`src/rtl/fetch_unit_pkg.sv`:
```
// rtl/fetch_unit_pkg.sv - shared types and constants for the instruction fetch stage
// Contents: fetch_state_t (fetch FSM states), instr_word_t (raw instruction word),
//           RESET_PC_DEFAULT (default first fetch address), PC_INCR (sequential step).
package fetch_unit_pkg;

  typedef enum logic [1:0] {
    ST_ISSUE,
    ST_WAIT,
    ST_DISCARD,
    ST_HALT
  } fetch_state_t;

  typedef logic [31:0] instr_word_t;

  localparam logic [31:0] RESET_PC_DEFAULT = 32'h0000_0000;
  localparam logic [31:0] PC_INCR          = 32'd4;

endpackage

```
`src/rtl/fetch_unit_if.sv`:
```
// rtl/fetch_unit_if.sv - skid_buffer_port valid/ready/data handshake toward the decoder
// Signals: valid (producer has a word), ready (consumer accepts), data[31:0] (word).
// Modports: downstream = producer side (drives valid/data), upstream = consumer side.
interface skid_buffer_port;

  logic        valid;
  logic        ready;
  logic [31:0] data;

  modport downstream (output valid, output data, input ready);
  modport upstream   (input valid, input data, output ready);

endinterface

```
`src/rtl/fetch_unit_queue.sv`:
```
// rtl/fetch_unit_queue.sv - fetch_queue: parameterised synchronous FIFO for fetched words
// Ports: clock, reset (async active-low), push/push_data, pop, flush (beats push),
//        full, empty, count (occupancy), head (oldest entry, valid when !empty).
module fetch_queue #(
  parameter int DEPTH = 2,
  parameter int WIDTH = 32
) (
  input  logic                   clock,
  input  logic                   reset,
  input  logic                   push,
  input  logic [WIDTH-1:0]       push_data,
  input  logic                   pop,
  input  logic                   flush,
  output logic                   full,
  output logic                   empty,
  output logic [$clog2(DEPTH):0] count,
  output logic [WIDTH-1:0]       head
);

  localparam int AW = $clog2(DEPTH);
  localparam int CW = AW + 1;

  logic [WIDTH-1:0] mem [DEPTH];
  logic [AW-1:0]    rd_ptr;
  logic [AW-1:0]    wr_ptr;
  logic             do_push;
  logic             do_pop;

  assign full  = (count == CW'(DEPTH));
  assign empty = (count == '0);
  assign head  = mem[rd_ptr];

  // A push into a full queue is only accepted when the head leaves the same edge.
  assign do_push = push && (!full || pop);
  assign do_pop  = pop && !empty;

  always_ff @(posedge clock or negedge reset) begin
    if (!reset) begin
      rd_ptr <= '0;
      wr_ptr <= '0;
      count  <= '0;
    end else if (flush) begin
      rd_ptr <= '0;
      wr_ptr <= '0;
      count  <= '0;
    end else begin
      if (do_push) wr_ptr <= wr_ptr + AW'(1);
      if (do_pop)  rd_ptr <= rd_ptr + AW'(1);
      count <= count + CW'(do_push) - CW'(do_pop);
    end
  end

  // Storage carries no reset; occupancy alone decides what is visible.
  always_ff @(posedge clock) begin
    if (do_push && !flush) mem[wr_ptr] <= push_data;
  end

endmodule

```
`src/rtl/fetch_unit.sv`:
```
// rtl/fetch_unit.sv - instruction fetch stage: PC, single-outstanding memory reads, 2-entry queue
// Ports: clock, reset (async active-low); to_decode (skid_buffer_port.downstream);
//        mem_req/mem_addr/mem_ack/mem_rdata (word read port); redirect_valid/redirect_target
//        (from execute); fetch_error (halted on a misaligned redirect target).
// Build option: FETCH_MISALIGN_TRAP_EN - misaligned targets halt fetch instead of being aligned down.
module fetch_unit
  import fetch_unit_pkg::*;
#(
  parameter logic [31:0] RESET_PC    = RESET_PC_DEFAULT,
  parameter int          QUEUE_DEPTH = 2
) (
  input  logic        clock,
  input  logic        reset,
  skid_buffer_port.downstream to_decode,
  output logic        mem_req,
  output logic [31:0] mem_addr,
  input  logic        mem_ack,
  input  instr_word_t mem_rdata,
  input  logic        redirect_valid,
  input  logic [31:0] redirect_target,
  output logic        fetch_error
);

  localparam int CW = $clog2(QUEUE_DEPTH) + 1;

  fetch_state_t state_q, state_n;
  logic [31:0]  pc_q, pc_n;
  logic [31:0]  kill_addr_q;
  logic         err_q, err_n;
  logic         req_raw;
  logic         ack;
  logic [31:0]  redir_pc;
  logic         redir_bad;

  logic          q_push, q_pop, q_flush, q_full, q_empty;
  logic [CW-1:0] q_count;
  instr_word_t   q_head;

`ifdef FETCH_MISALIGN_TRAP_EN
  assign redir_pc    = redirect_target;
  assign redir_bad   = (redirect_target[1:0] != 2'b00);
  assign fetch_error = err_q;
`else
  assign redir_pc    = redirect_target & ~32'h3;
  assign redir_bad   = 1'b0;
  assign fetch_error = 1'b0;
`endif

  fetch_queue #(.DEPTH(QUEUE_DEPTH), .WIDTH(32)) u_queue (
    .clock     (clock),
    .reset     (reset),
    .push      (q_push),
    .push_data (mem_rdata),
    .pop       (q_pop),
    .flush     (q_flush),
    .full      (q_full),
    .empty     (q_empty),
    .count     (q_count),
    .head      (q_head)
  );

  assign to_decode.valid = !q_empty;
  assign to_decode.data  = q_head;
  assign q_pop           = !q_empty && to_decode.ready;

  // Nothing is in flight while in ISSUE, so room in the queue alone gates a new request;
  // a request, once raised, keeps its reserved slot because the queue can only drain meanwhile.
  always_comb begin
    req_raw = 1'b0;
    case (state_q)
      ST_ISSUE:   req_raw = (q_count < CW'(QUEUE_DEPTH));
      ST_WAIT:    req_raw = 1'b1;
      ST_DISCARD: req_raw = 1'b1;
      default:    req_raw = 1'b0;
    endcase
  end

  // Reset is held combinationally here so the request line is low while reset is asserted.
  assign mem_req  = reset && req_raw;
  assign ack      = mem_req && mem_ack;
  // The killed request keeps its original address until its ack arrives.
  assign mem_addr = ((state_q == ST_DISCARD) ? kill_addr_q : pc_q) & ~32'h3;

  always_comb begin
    state_n = state_q;
    pc_n    = pc_q;
    err_n   = err_q;
    q_push  = 1'b0;
    q_flush = 1'b0;
    if (redirect_valid) begin
      // Any same-edge ack is dropped; a handshake on this edge already popped via q_pop.
      q_flush = 1'b1;
      pc_n    = redir_pc;
      err_n   = redir_bad;
      if (mem_req && !ack) state_n = ST_DISCARD;
      else                 state_n = redir_bad ? ST_HALT : ST_ISSUE;
    end else begin
      case (state_q)
        ST_ISSUE, ST_WAIT: begin
          if (ack) begin
            q_push  = !q_full || q_pop;
            pc_n    = pc_q + PC_INCR;
            state_n = ST_ISSUE;
          end else if (mem_req) begin
            state_n = ST_WAIT;
          end
        end
        ST_DISCARD: if (ack) state_n = err_q ? ST_HALT : ST_ISSUE;
        ST_HALT:    state_n = ST_HALT;
        default:    state_n = ST_ISSUE;
      endcase
    end
  end

  always_ff @(posedge clock or negedge reset) begin
    if (!reset) begin
      state_q     <= ST_ISSUE;
      pc_q        <= RESET_PC;
      kill_addr_q <= RESET_PC;
      err_q       <= 1'b0;
    end else begin
      state_q <= state_n;
      pc_q    <= pc_n;
      err_q   <= err_n;
      if (state_q != ST_DISCARD) kill_addr_q <= pc_q;
    end
  end

endmodule

```
`src/flat_wrapper.sv`:
```
// flat-port wrapper written by rule: the top's interface ports become plain ports
module fetch_unit_flat import fetch_unit_pkg::*;
#(
  parameter logic [31:0] RESET_PC    = RESET_PC_DEFAULT,
  parameter int          QUEUE_DEPTH = 2
)
  (clock, reset, mem_req, mem_addr, mem_ack, mem_rdata, redirect_valid, redirect_target, fetch_error, to_decode_valid, to_decode_data, to_decode_ready);
  skid_buffer_port to_decode_i ();
  input  logic clock;
  input  logic reset;
  output logic mem_req;
  output logic [31:0] mem_addr;
  input  logic mem_ack;
  input  instr_word_t mem_rdata;
  input  logic redirect_valid;
  input  logic [31:0] redirect_target;
  output logic fetch_error;
  output wire logic [$bits(to_decode_i.valid)-1:0] to_decode_valid;
  output wire logic [$bits(to_decode_i.data)-1:0] to_decode_data;
  input wire logic [$bits(to_decode_i.ready)-1:0] to_decode_ready;
  assign to_decode_valid = to_decode_i.valid;
  assign to_decode_data = to_decode_i.data;
  assign to_decode_i.ready = to_decode_ready;
  fetch_unit #(.RESET_PC(RESET_PC), .QUEUE_DEPTH(QUEUE_DEPTH)) u_core (.clock(clock), .reset(reset), .to_decode(to_decode_i), .mem_req(mem_req), .mem_addr(mem_addr), .mem_ack(mem_ack), .mem_rdata(mem_rdata), .redirect_valid(redirect_valid), .redirect_target(redirect_target), .fetch_error(fetch_error));
endmodule
```
`config.mk`:
```
export PLATFORM = sky130hd
export DESIGN_NAME = fetch_unit_flat
export DESIGN_NICKNAME = d
export VERILOG_FILES = /design/src/rtl/fetch_unit_pkg.sv /design/src/rtl/fetch_unit_if.sv /design/src/rtl/fetch_unit_queue.sv /design/src/rtl/fetch_unit.sv /design/src/flat_wrapper.sv
export SDC_FILE = /design/constraint.sdc
export NUM_CORES = 1
export LEC_CHECK = 0
export BUFFER_PORTS_ARGS = -buffer_cell sky130_fd_sc_hd__clkbuf_2
export CAP_MARGIN = 20
export CORE_ASPECT_RATIO = 0.8
export CORE_MARGIN = 2
export CORE_UTILIZATION = 53
export CTS_CLUSTER_DIAMETER = 50
export DETAILED_ROUTE_END_ITERATION = 8
export PLACE_DENSITY = 0.84
export SKIP_CTS_REPAIR_TIMING = 1
export SLEW_MARGIN = 30
export SYNTH_ARGS = -nofsm -noshare
export SYNTH_HDL_FRONTEND = slang
export SYNTH_SLANG_ARGS = --single-unit
export TNS_END_PERCENT = 20
```
`constraint.sdc`:
```
create_clock -name clock -period 4.1 [get_ports clock]
set_input_delay 0.615 -clock clock [delete_from_list [all_inputs] [get_ports clock]]
set_output_delay 0.615 -clock clock [all_outputs]
set_load 0.03 [all_outputs]
```
### Word-level counts from Yosys, hierarchy flattened

Memories as Yosys holds them, arrays and structs flattened.
Index checks and enable logic that the tools add are counted.

* flip-flop bits (word level): 70
* memory bits (writable): 64
* input port bits: 69
* output and inout bits: 67
* word-level logic and storage cells: 64
* memories kept: 1

* add/sub/neg operators: 5
* $lt $le $gt $ge: 1
* equal/unequal tests: 7
* muxes and demuxes: 22
* reductions and logical operators: 22

Memories
* u_core.u_queue.mem: depth 2, width 32, read ports 1, clocked after Yosys merged registers in 0, wr ports 1, line fetch_unit_queue.sv:23 `logic [WIDTH-1:0] mem [DEPTH];`

Operator list (count)
* 2-to-1 mux 32 bit: 4
* adder 32 x 3 -> 32 bit, second input constant: 1
* 2-to-1 mux 2 bit: 6
* 2-to-1 mux 1 bit: 10
* nonzero test 2 bit: 4
* logical AND 1 bit: 7
* equality test 2 bit, second input constant: 3
* one-hot mux 2 bit (3 select lines): 1
* zero test 1 bit: 4
* zero test 2 bit: 2
* inequality test 4 x 2 -> 1 bit, second input constant: 1
* AND reduction 2 bit: 2
* OR reduction 2 bit: 2
* inequality test 3 x 2 -> 1 bit, second input constant: 1
* adder 1 bit, second input constant: 2
* adder 2 x 1 -> 2 bit: 1
* equality test 2 x 1 -> 1 bit, second input constant: 1
* less-than comparator 2 bit, second input constant: 1
* inequality test 2 bit, second input constant: 1
* one-hot mux 1 bit (2 select lines): 1
* subtractor 2 x 1 -> 2 bit: 1
* logical OR 1 bit: 1

### Logic depth before layout (Yosys ltp)

Gate-level depths: netlist (run 1).

* depth in word-level cells: 12
* gate-level depth with buffers: 12
* mapped depth without buffers: 11

### By module

A second synthesis (run 1) with hierarchy kept.

* cells, all modules: 415
* area total of the unflattened synthesis: 5741.8 um^2

By module, submodules not included
* fetch_unit: instances 1, cells each 292, area each 3168.0 um^2
* fetch_queue: instances 1, cells each 123, area each 2573.7 um^2

### Worst setup path after synthesis (run 1)

OpenSTA, ideal clock, no wires.

* kind: register to register
* start point: register u_core.state_q[0]
* end point: memory u_core.u_queue.mem[0][0], enable pin
* library setup time: 0.421 ns
* arrival: 2.897 ns
* required time: 3.679 ns
* setup slack: 0.782 ns
* stages on the path, launching flop included: 8
* period minus slack after synthesis: 3.318 ns
* path through: dfrtp_1 > ha_1 > and3b_1 > o211ai_4 > clkbuf_1 > a21oi_1 > nand2_1 > nor2_1

* cells in the longest elaborated chain, start to end: 12

RTL lines
* from (decl): line fetch_unit.sv:26 `fetch_state_t state_q, state_n;`
* from (signal assigned): line fetch_unit.sv:122 `state_q <= state_n;`
* equality test 2 x 1 -> 1 bit / equality test 2 bit (equally long branches): line fetch_unit.sv:70, fetch_unit.sv:98
* OR reduction 2 bit (no line)
* one-hot mux 1 bit (2 select lines): line fetch_unit.sv:70 `case (state_q)`
* logical AND 1 bit: line fetch_unit.sv:79 `assign mem_req = reset && req_raw;`
* logical AND 1 bit: line fetch_unit.sv:80 `assign ack = mem_req && mem_ack;`
* 2-to-1 mux 1 bit: line fetch_unit.sv:100 `if (ack) begin`
* 2-to-1 mux 1 bit (*): line fetch_unit.sv:98 `case (state_q)`
* 2-to-1 mux 1 bit (*): line fetch_unit.sv:90 `if (redirect_valid) begin`
* logical AND 1 bit (*): line fetch_unit_queue.sv:34 `assign do_push = push && (!full || pop);`
* logical AND 1 bit (*): line fetch_unit_queue.sv:55 `if (do_push && !flush) mem[wr_ptr] <= push_data;`
* 2-to-1 mux 1 bit (*): line fetch_unit_queue.sv:55
* 2-to-1 mux 1 bit (not written as such) (*): line fetch_unit_queue.sv:55
* to (decl): line fetch_unit_queue.sv:23

Every way passes the cells marked *; elsewhere a longest branch is shown, timed or not.

### Worst setup path in the final report (run 1)

* start point: input port reset
* end point: output port mem_req

* cells in the longest elaborated chain, start to end: 1

RTL lines
* from (decl): line flat_wrapper.sv:10 `input logic reset;`
* logical AND 1 bit: line fetch_unit.sv:79
* to (decl): line flat_wrapper.sv:11 `output logic mem_req;`

No other way between the ends.

==> impl_results.md, run 1 <==
* Slew @ Worst Pin at about 830 ps
* Fillcell total at 764
* Clock tree buffer depth at 2
* Routed vias/inst at about 5.3
* Synth Area per Inst at roughly 13 um2
* RSZ-0062 raised after global routing: false
* Synthesis Warnings at 0
* Via count of the first global-routing pass at between 3000 and 4000
* Design area at 0.006977 mm2
* IO buf count at 130
* Gate Count Post-Synth at 420
* Dominant synthesized flop cell: dfrtp_1
* Final net count at 628
* Syn Std Cell Area at approximately 0.0056 mm2
* Initial Utilization at 54.51%
* Clk_lat worst skew at around 410 ps
* First-pass GRT wire length at 18.27 mm
* Worst Path Arrival at between 2000 and 2500 ps
* Leakage at around 2.9 nW
* # setup viols final at 0
* Pwr/cell area at 582.6 mW/mm2
* Total track usage at a little over a fifth
* Status: complete, no violations
* Register area share after synthesis at 64.02%
* Initial antenna violation count at 0
* Max Slew Vio Count at 0
* Period utilization at between 70% and 80%
* Total die area at ~0.011 mm2
* Antenna diodes at 0
* Vias at 3769
* Max Cap Viol at 0
* Peak VDD IR at between 400 and 500 uV
* Type of the worst min-delay path: input port to flop
* Peak Freq at around 0.35 GHz
* Iter 0 DRT Violations at 315
* Fraction of layout cells with a size suffix above 1 at 41.24%
* Setup TNS at 0 ps
* Clk root buf: clkbuf_16
* DRC Markers at 0
* Hold path depth at 1
* Die Wd at roughly 120 um
* Crit Path Category: input port to output pin
* Number of nets with antenna violations after routing at 0
* Die height at ~96 um
* Flops & latches, synth at 130
* Reg2reg start: u_core.state_q[0]
* Area growth, synth to finish at 24.99%
* CTS tree: done
* Routed WL at ~12 mm
* Wire length per cell at approximately 16 um
* Final Hold Viols at 0
* Pin count of the biggest net entering global routing at 68
* CP max stage cell: buf_4
* Overflow after GRT at 0
* Clk slew on worst S/H paths at ~60 ps
* Critical path startpoint: reset
* Hold Startpoint: mem_rdata[21]
* Drt first pass iters at 5
* Top-Level Pins at ~140
* Slew headroom at between 40 and 50%
* RD Place Congestion at ~0.8
* Critical-path maximum fanout at 67
* Cells along the critical path: buf_2 > buf_4 > nor2b_1 > o21ai_0 > inv_1 > clkbuf_2
* Core Footprint at between 0.01 and 0.015 mm2
* Crit path required time at approximately 3500 ps
* Clk sinks at 130
* CTS H-tree depth at 4
* Number of synthesized flops with an enable pin at 64
* Ys async rst share at ~50%
* Min Tclk post-route at about 2900 ps
* Dpl hpwl at 7.647 mm
* Number of buffers created by CTS at 17
* Critical path's largest stage delay at 660 ps
* Row count at 33
* Crit end category: output pin
* Worst Clk Skew at ~11 ps
* R2R depth at 11
* Crit path launch type: input port
* Netlist cell types at 36
* Post-DP Area at ~0.0063 mm2
[synth_stat cells, types with 2 or more instances]
| master | instances | area share (%) |
|---|---|---|
| a31oi_1 | 6 | 0.67 |
| nand2_1 | 38 | 2.6 |
| or4_1 | 3 | 0.40 |
| and2_1 | 2 | 0.22 |
| edfxtp_1 | 64 | 34 |
| inv_1 | 9 | 0.61 |
| o21ai_0 | 35 | 3.1 |
| xor2_1 | 2 | 0.31 |
| ha_1 | 7 | 1.6 |
| o31ai_1 | 3 | 0.40 |
| nand2_2 | 2 | 0.22 |
| buf_2 | 2 | 0.18 |
| buf_4 | 4 | 0.54 |
| nor3_1 | 7 | 0.63 |
| xnor2_1 | 25 | 3.9 |
| clkbuf_1 | 18 | 1.2 |
| nor2b_1 | 2 | 0.22 |
| or3_1 | 6 | 0.67 |
| dfrtp_1 | 66 | 30 |
| nor4_1 | 11 | 1.2 |
| nor2_1 | 14 | 0.94 |
| a21oi_1 | 2 | 0.18 |
| nand4_1 | 5 | 0.56 |
| mux2_2 | 61 | 12 |
| and3_1 | 4 | 0.45 |
| nand3_1 | 8 | 0.72 |
| or2_2 | 2 | 0.22 |
| and4_1 | 4 | 0.63 |
[kinds of logic (layout without fill, tap and decap cells)]
kind of cell | count (synthesis) | count (layout) | synth area share (%)
compound gates | 48 | 48 | 4.909
xor+xnor | 27 | 27 | 4.237
fa+ha+maj | 7 | 7 | 1.569
buf+inv | 35 | 178 | 2.735
flops | 130 | 130 | 64.02
mux | 62 | 62 | 12.49
other cells | 1 | 3 | 0.06718
simple gates | 110 | 110 | 9.975
[flip-flops by register name (all words and copies together), names as in the netlist]
| register | count |
|---|---|
| u_core.state_q | 2 |
| u_core.u_queue.rd_ptr | 1 |
| u_core.u_queue.wr_ptr | 1 |
| u_core.u_queue.count | 2 |
| u_core.u_queue.mem | 64 |
| u_core.pc_q | 30 |
| u_core.kill_addr_q | 30 |
[worst paths after layout]
check	endpoint	slack [ps]
setup / recovery	mem_req	1220
hold / removal	u_core.u_queue.mem[0][21]	400
setup reg to reg	u_core.u_queue.count[1]	1400
hold reg to reg	u_core.kill_addr_q[15]	490
max in group asynchronous	u_core.kill_addr_q[30]	3060
min in group asynchronous	u_core.kill_addr_q[23]	490
[metal layers]
| layer | wire length [um] | part of all wire (%) | track usage, % |
|---|---|---|---|
| met5 | 0 | 0 | 0 |
| met4 | 177 | 1.5 | 7.639 |
| met3 | 696 | 6.0 | 5.687 |
| met1 | 4903 | 43 | 27.10 |
| met2 | 5756 | 50 | 34.10 |
[power breakdown]
group / switching, mW / internal, mW / total, mW
clock: 0.556 / 1.03 / 1.58
sequential: 0.0742 / 1.51 / 1.58
combinational: 0.583 / 0.318 / 0.901
[cell usage in the layout (no fill, tap or decap), types with 3 or more instances in the layout]
cell and count:
inv_1 9, conb_1 3, xnor2_1 25, nor2_1 13
and3_1 4, nand4_1 5, dfrtp_1 66, o21ai_0 35
nor4_1 11, and4_1 4, edfxtp_1 64, nor3_1 7
buf_4 6, clkbuf_16 17, nand2_1 38, or3_1 6
a31oi_1 6, o31ai_1 3, ha_1 7, or4_1 3
clkbuf_2 129, nand3_1 8, bufinv_16 4, inv_6 5
mux2_2 61
[worst max-delay path, delay by kind of cell]
kind / cells / cell delay (ps)
and+or+nand+nor: 1 / 290
AOI/OAI and AO/OA: 1 / 210
buffers and inverters: 4 / 1110
[cell type report]
class / count / area, um2 / share of cell area (%)
repair buffers: 136 / 695.7 / 9.971
well taps: 140 / 175.2 / 2.511
clock buffers: 18 / 429.2 / 6.151
multi-input cells: 257 / 1866 / 26.74
inverters: 10 / 37.54 / 0.5380
flip-flops and latches: 130 / 3573 / 51.22
clock inverters: 14 / 200.2 / 2.869
[stage by stage]
stage          util [%]  cells  setup WS (ps)  power (mW)  hold slack, ps
6_report          68.13    705           1216       4.065           397.7
5_1_grt           68.13    705           1096       4.223           383.1
4_1_cts           68.13    705           1238       4.100           381.5
3_5_place_dp      61.99    673           1228       2.502           480.6
3_3_place_gp      61.99    673           1379       2.463           475.5
2_1_floorplan         -    422          782.0       2.243           319.4
Power figures use the tool's default switching activity.
==> run 2: changes to the inputs <==
--- a/config.mk
+++ b/config.mk
@@ -9,10 +9,10 @@
 export CAP_MARGIN = 20
 export CORE_ASPECT_RATIO = 0.8
 export CORE_MARGIN = 2
-export CORE_UTILIZATION = 53
+export CORE_UTILIZATION = 48
 export CTS_CLUSTER_DIAMETER = 50
 export DETAILED_ROUTE_END_ITERATION = 8
-export PLACE_DENSITY = 0.84
+export PLACE_DENSITY = 0.81
 export SKIP_CTS_REPAIR_TIMING = 1
 export SLEW_MARGIN = 30
 export SYNTH_ARGS = -nofsm -noshare
==> constraint.sdc (replaced) <==
create_clock -name clock -period 2.3 [get_ports clock]
set_input_delay 0.345 -clock clock [delete_from_list [all_inputs] [get_ports clock]]
set_output_delay 0.345 -clock clock [all_outputs]
set_load 0.03 [all_outputs]
==> run 2 against run 1 <==
Wire length increased by 4.9%. Power increased by 80%. Final cell count increased by 3.1%. Critical path type is now flop to flop. Sequential power increased by 79%. Largest power group unchanged. Via count increased by 1.3%. First-iteration DRC count decreased by 14%. Critical endpoint is now u_core.pc_q[30]. Global-route usage decreased by 1.5 points. Non-clock buffer count increased by 14.
==> impl_results.md, run 2 (synthesis gave the netlist of run 1 again) <==
* Final net count at 642 (+2.2%)
* Max Cap Viol at 0 (unchanged)
* Antenna diodes at 0 (unchanged)
* Power share of the clock group at 37.0% (-1.9 points)
* Fraction of layout cells with a size suffix above 1 at 46.46% (+5.2 points)
* Register with the most flip-flops: u_core.u_queue.mem
* Dpl hpwl at 7.968 mm (+4.2%)
* Clk sinks at 130 (unchanged)
* Net Switching at 2.323 mW (+92%)
* Combinational share of power at 24.4% (+2.2 points)
* Area growth, synth to finish at 29.68%
* Max FFs per register at 64 (unchanged)
* Commonest non-fill, non-tap cells in the layout: 124 x clkbuf_2, 65 x dfrtp_1, 64 x edfxtp_1, 61 x mux2_2, 37 x nand2_1
* Wire length per cell at 16.65 um (+1.8%)
* Min Tclk post-route at approximately 2300 ps
* Final Hold Viols at 0 (unchanged)
* Critical path's largest stage delay at 520 ps (-140 ps)
* Die height at 100.5 um (+4.9%)
* Vias at 3819 (+1.3%)
* Clock tree buffer depth at 2 (unchanged)
* Crit path required time at 2630 ps (-850 ps)
* Routed WL at 12.10 mm (+4.9%)
* Status: complete, no violations
* Die Wd at 124.6 um (+4.9%)
* Internal power at 5.006 mW (+76%)
* First-pass GRT wire length at 19.00 mm (+4.0%)
* Crit Path Category: flop to flop
* Number of nets with antenna violations after routing at 0 (unchanged)
* Clk root buf: clkbuf_16
* CTS H-tree depth at 4 (unchanged)
* Worst Path Arrival at 2620 ps (+350 ps)
* Cells along the critical path: inv_2 > ha_4 > and2b_2 > o211ai_4 > buf_6 > or4_4 > or3_1 > a31oi_1
* Initial Utilization at 48.83% (-5.7 points)
* Routed vias/inst at 5.253 (-1.7%)
* Period utilization at 99.49%
* CTS tree: done
* Core Footprint at 0.01143 mm2 (+12%)
* Iter 0 DRT Violations at 271 (-14%)
* DRC Markers at 0 (unchanged)
* Overflow after GRT at 0 (unchanged)
* Peak VDD IR at 613.4 uV (+30%)
* Flop pwr share at 38.6% (-0.3 points)
* Peak Freq at ~0.44 GHz
* # setup viols final at 0 (unchanged)
* Crit end category: flop
* Via count of the first global-routing pass at 3807 (+2.7%)
* Largest regs: u_core.u_queue.mem (64), u_core.kill_addr_q (30), u_core.pc_q (30)
* Initial antenna violation count at 0 (unchanged)
* Type of the worst min-delay path: input port to flop
* Row count at 35 (+6.1%)
* IO buf count at 130 (unchanged)
* RSZ-0062 raised after global routing: true
* Max Slew Vio Count at 0 (unchanged)
* Clk_lat worst skew at 420 ps (about the same)
* Total track usage at 19.33% (-1.5 points)
* Slew headroom at 45.36% (+0.84 points)
* Critical-path maximum fanout at 6 (-91%)
* Pin count of the biggest net entering global routing at 67 (-1.5%)
* Commonest non-fill, non-tap cell in the layout: clkbuf_2
* CP max stage cell: or4_4
* Total die area at 0.01251 mm2 (+10%)
* Net Sw Frac at 31.70% (+1.9 points)
* Worst Clk Skew at 13.32 ps (+2.730 ps)
* Clk slew on worst S/H paths at 60 ps (about the same)
* Worst hold margin at 122.6 ps (-275.1 ps)
* Setup TNS at 0 ps (unchanged)
* Crit path launch type: flop
* Top-Level Pins at 136 (unchanged)
* RD Place Congestion at 0.7928 (-2.7%)
* Drt first pass iters at 4 (-1)
* Slew @ Worst Pin at 819.7 ps (-12.59 ps)
* Pwr/cell area at 1013 mW/mm2 (+74%)
* Leakage at 2.932 nW (+2.5%)
* Number of buffers created by CTS at 17 (unchanged)
## run 2: path summary, 6_finish.rpt
path	start	to	slack [ps]	cells after the start
max	u_core.state_q[1]	u_core.pc_q[30]	10	8
min	mem_rdata[12]	u_core.u_queue.mem[1][12]	120	1
max reg2reg	u_core.state_q[1]	u_core.pc_q[30]	10	8
min reg2reg	u_core.kill_addr_q[14]	u_core.kill_addr_q[14]	490	1
max in group asynchronous	reset	u_core.state_q[1]	1450	3
min in group asynchronous	reset	u_core.state_q[1]	300	3
## run 2: through the flow
| stage | power, mW | cells | worst slack, ps | utilization (%) | area [um2] |
|---|---|---|---|---|---|
| 4_1_cts | 7.243 | 723 | -119.9 | 62.03 | 7089 |
| 6_report | 7.329 | 727 | 11.66 | 63.33 | 7238 |
| 3_5_place_dp | 4.517 | 691 | -59.17 | 56.79 | 6491 |
| 5_1_grt | 7.639 | 727 | -57.75 | 63.33 | 7238 |
| 3_3_place_gp | 4.457 | 691 | 45.87 | 56.79 | 6491 |
| 2_1_floorplan | 4.019 | 422 | 11.89 | - | 5623 |
## run 2: cell type report
type | count | area [um2]
Clock inverter | 15 | 172.7
Tap cell | 148 | 185.2
Timing Repair Buffer | 150 | 863.3
Clock buffer | 17 | 425.4
Multi-Input combinational cell | 257 | 1979
Fill cell | 828 | 4192
Sequential cell | 130 | 3575
Inverter | 10 | 37.54
## run 2: worst max-delay path: cells and delay by family, from the launching register on
family                     cells  cell delay, ps
AOI/OAI and AO/OA              2             290
buffers and inverters          2             280
DFF                            1             440
adders and majority gates      1             150
and+or+nand+nor                3            1030
## run 2: metal layers
layer	track usage (%)	part of all wire, %	up-vias	wire [um]
met1	25.35	44	1893	5327
li1	-	-	1810	-
met3	5.042	4.9	10	592
met4	6.742	1.1	0	131
met2	31.69	50	106	6051
met5	0	0	-	0
## run 2: power groups by stage
| stage | registers (mW) | logic [mW] | clock network [mW] |
|---|---|---|---|
| after global routing | 2.85 | 1.91 | 2.88 |
| after detailed placement | 2.86 | 1.65 | 0 |
| after floorplan | 2.82 | 1.20 | 0 |
| after CTS | 2.82 | 1.67 | 2.75 |
| after global placement | 2.85 | 1.61 | 0 |
| final | 2.83 | 1.79 | 2.71 |
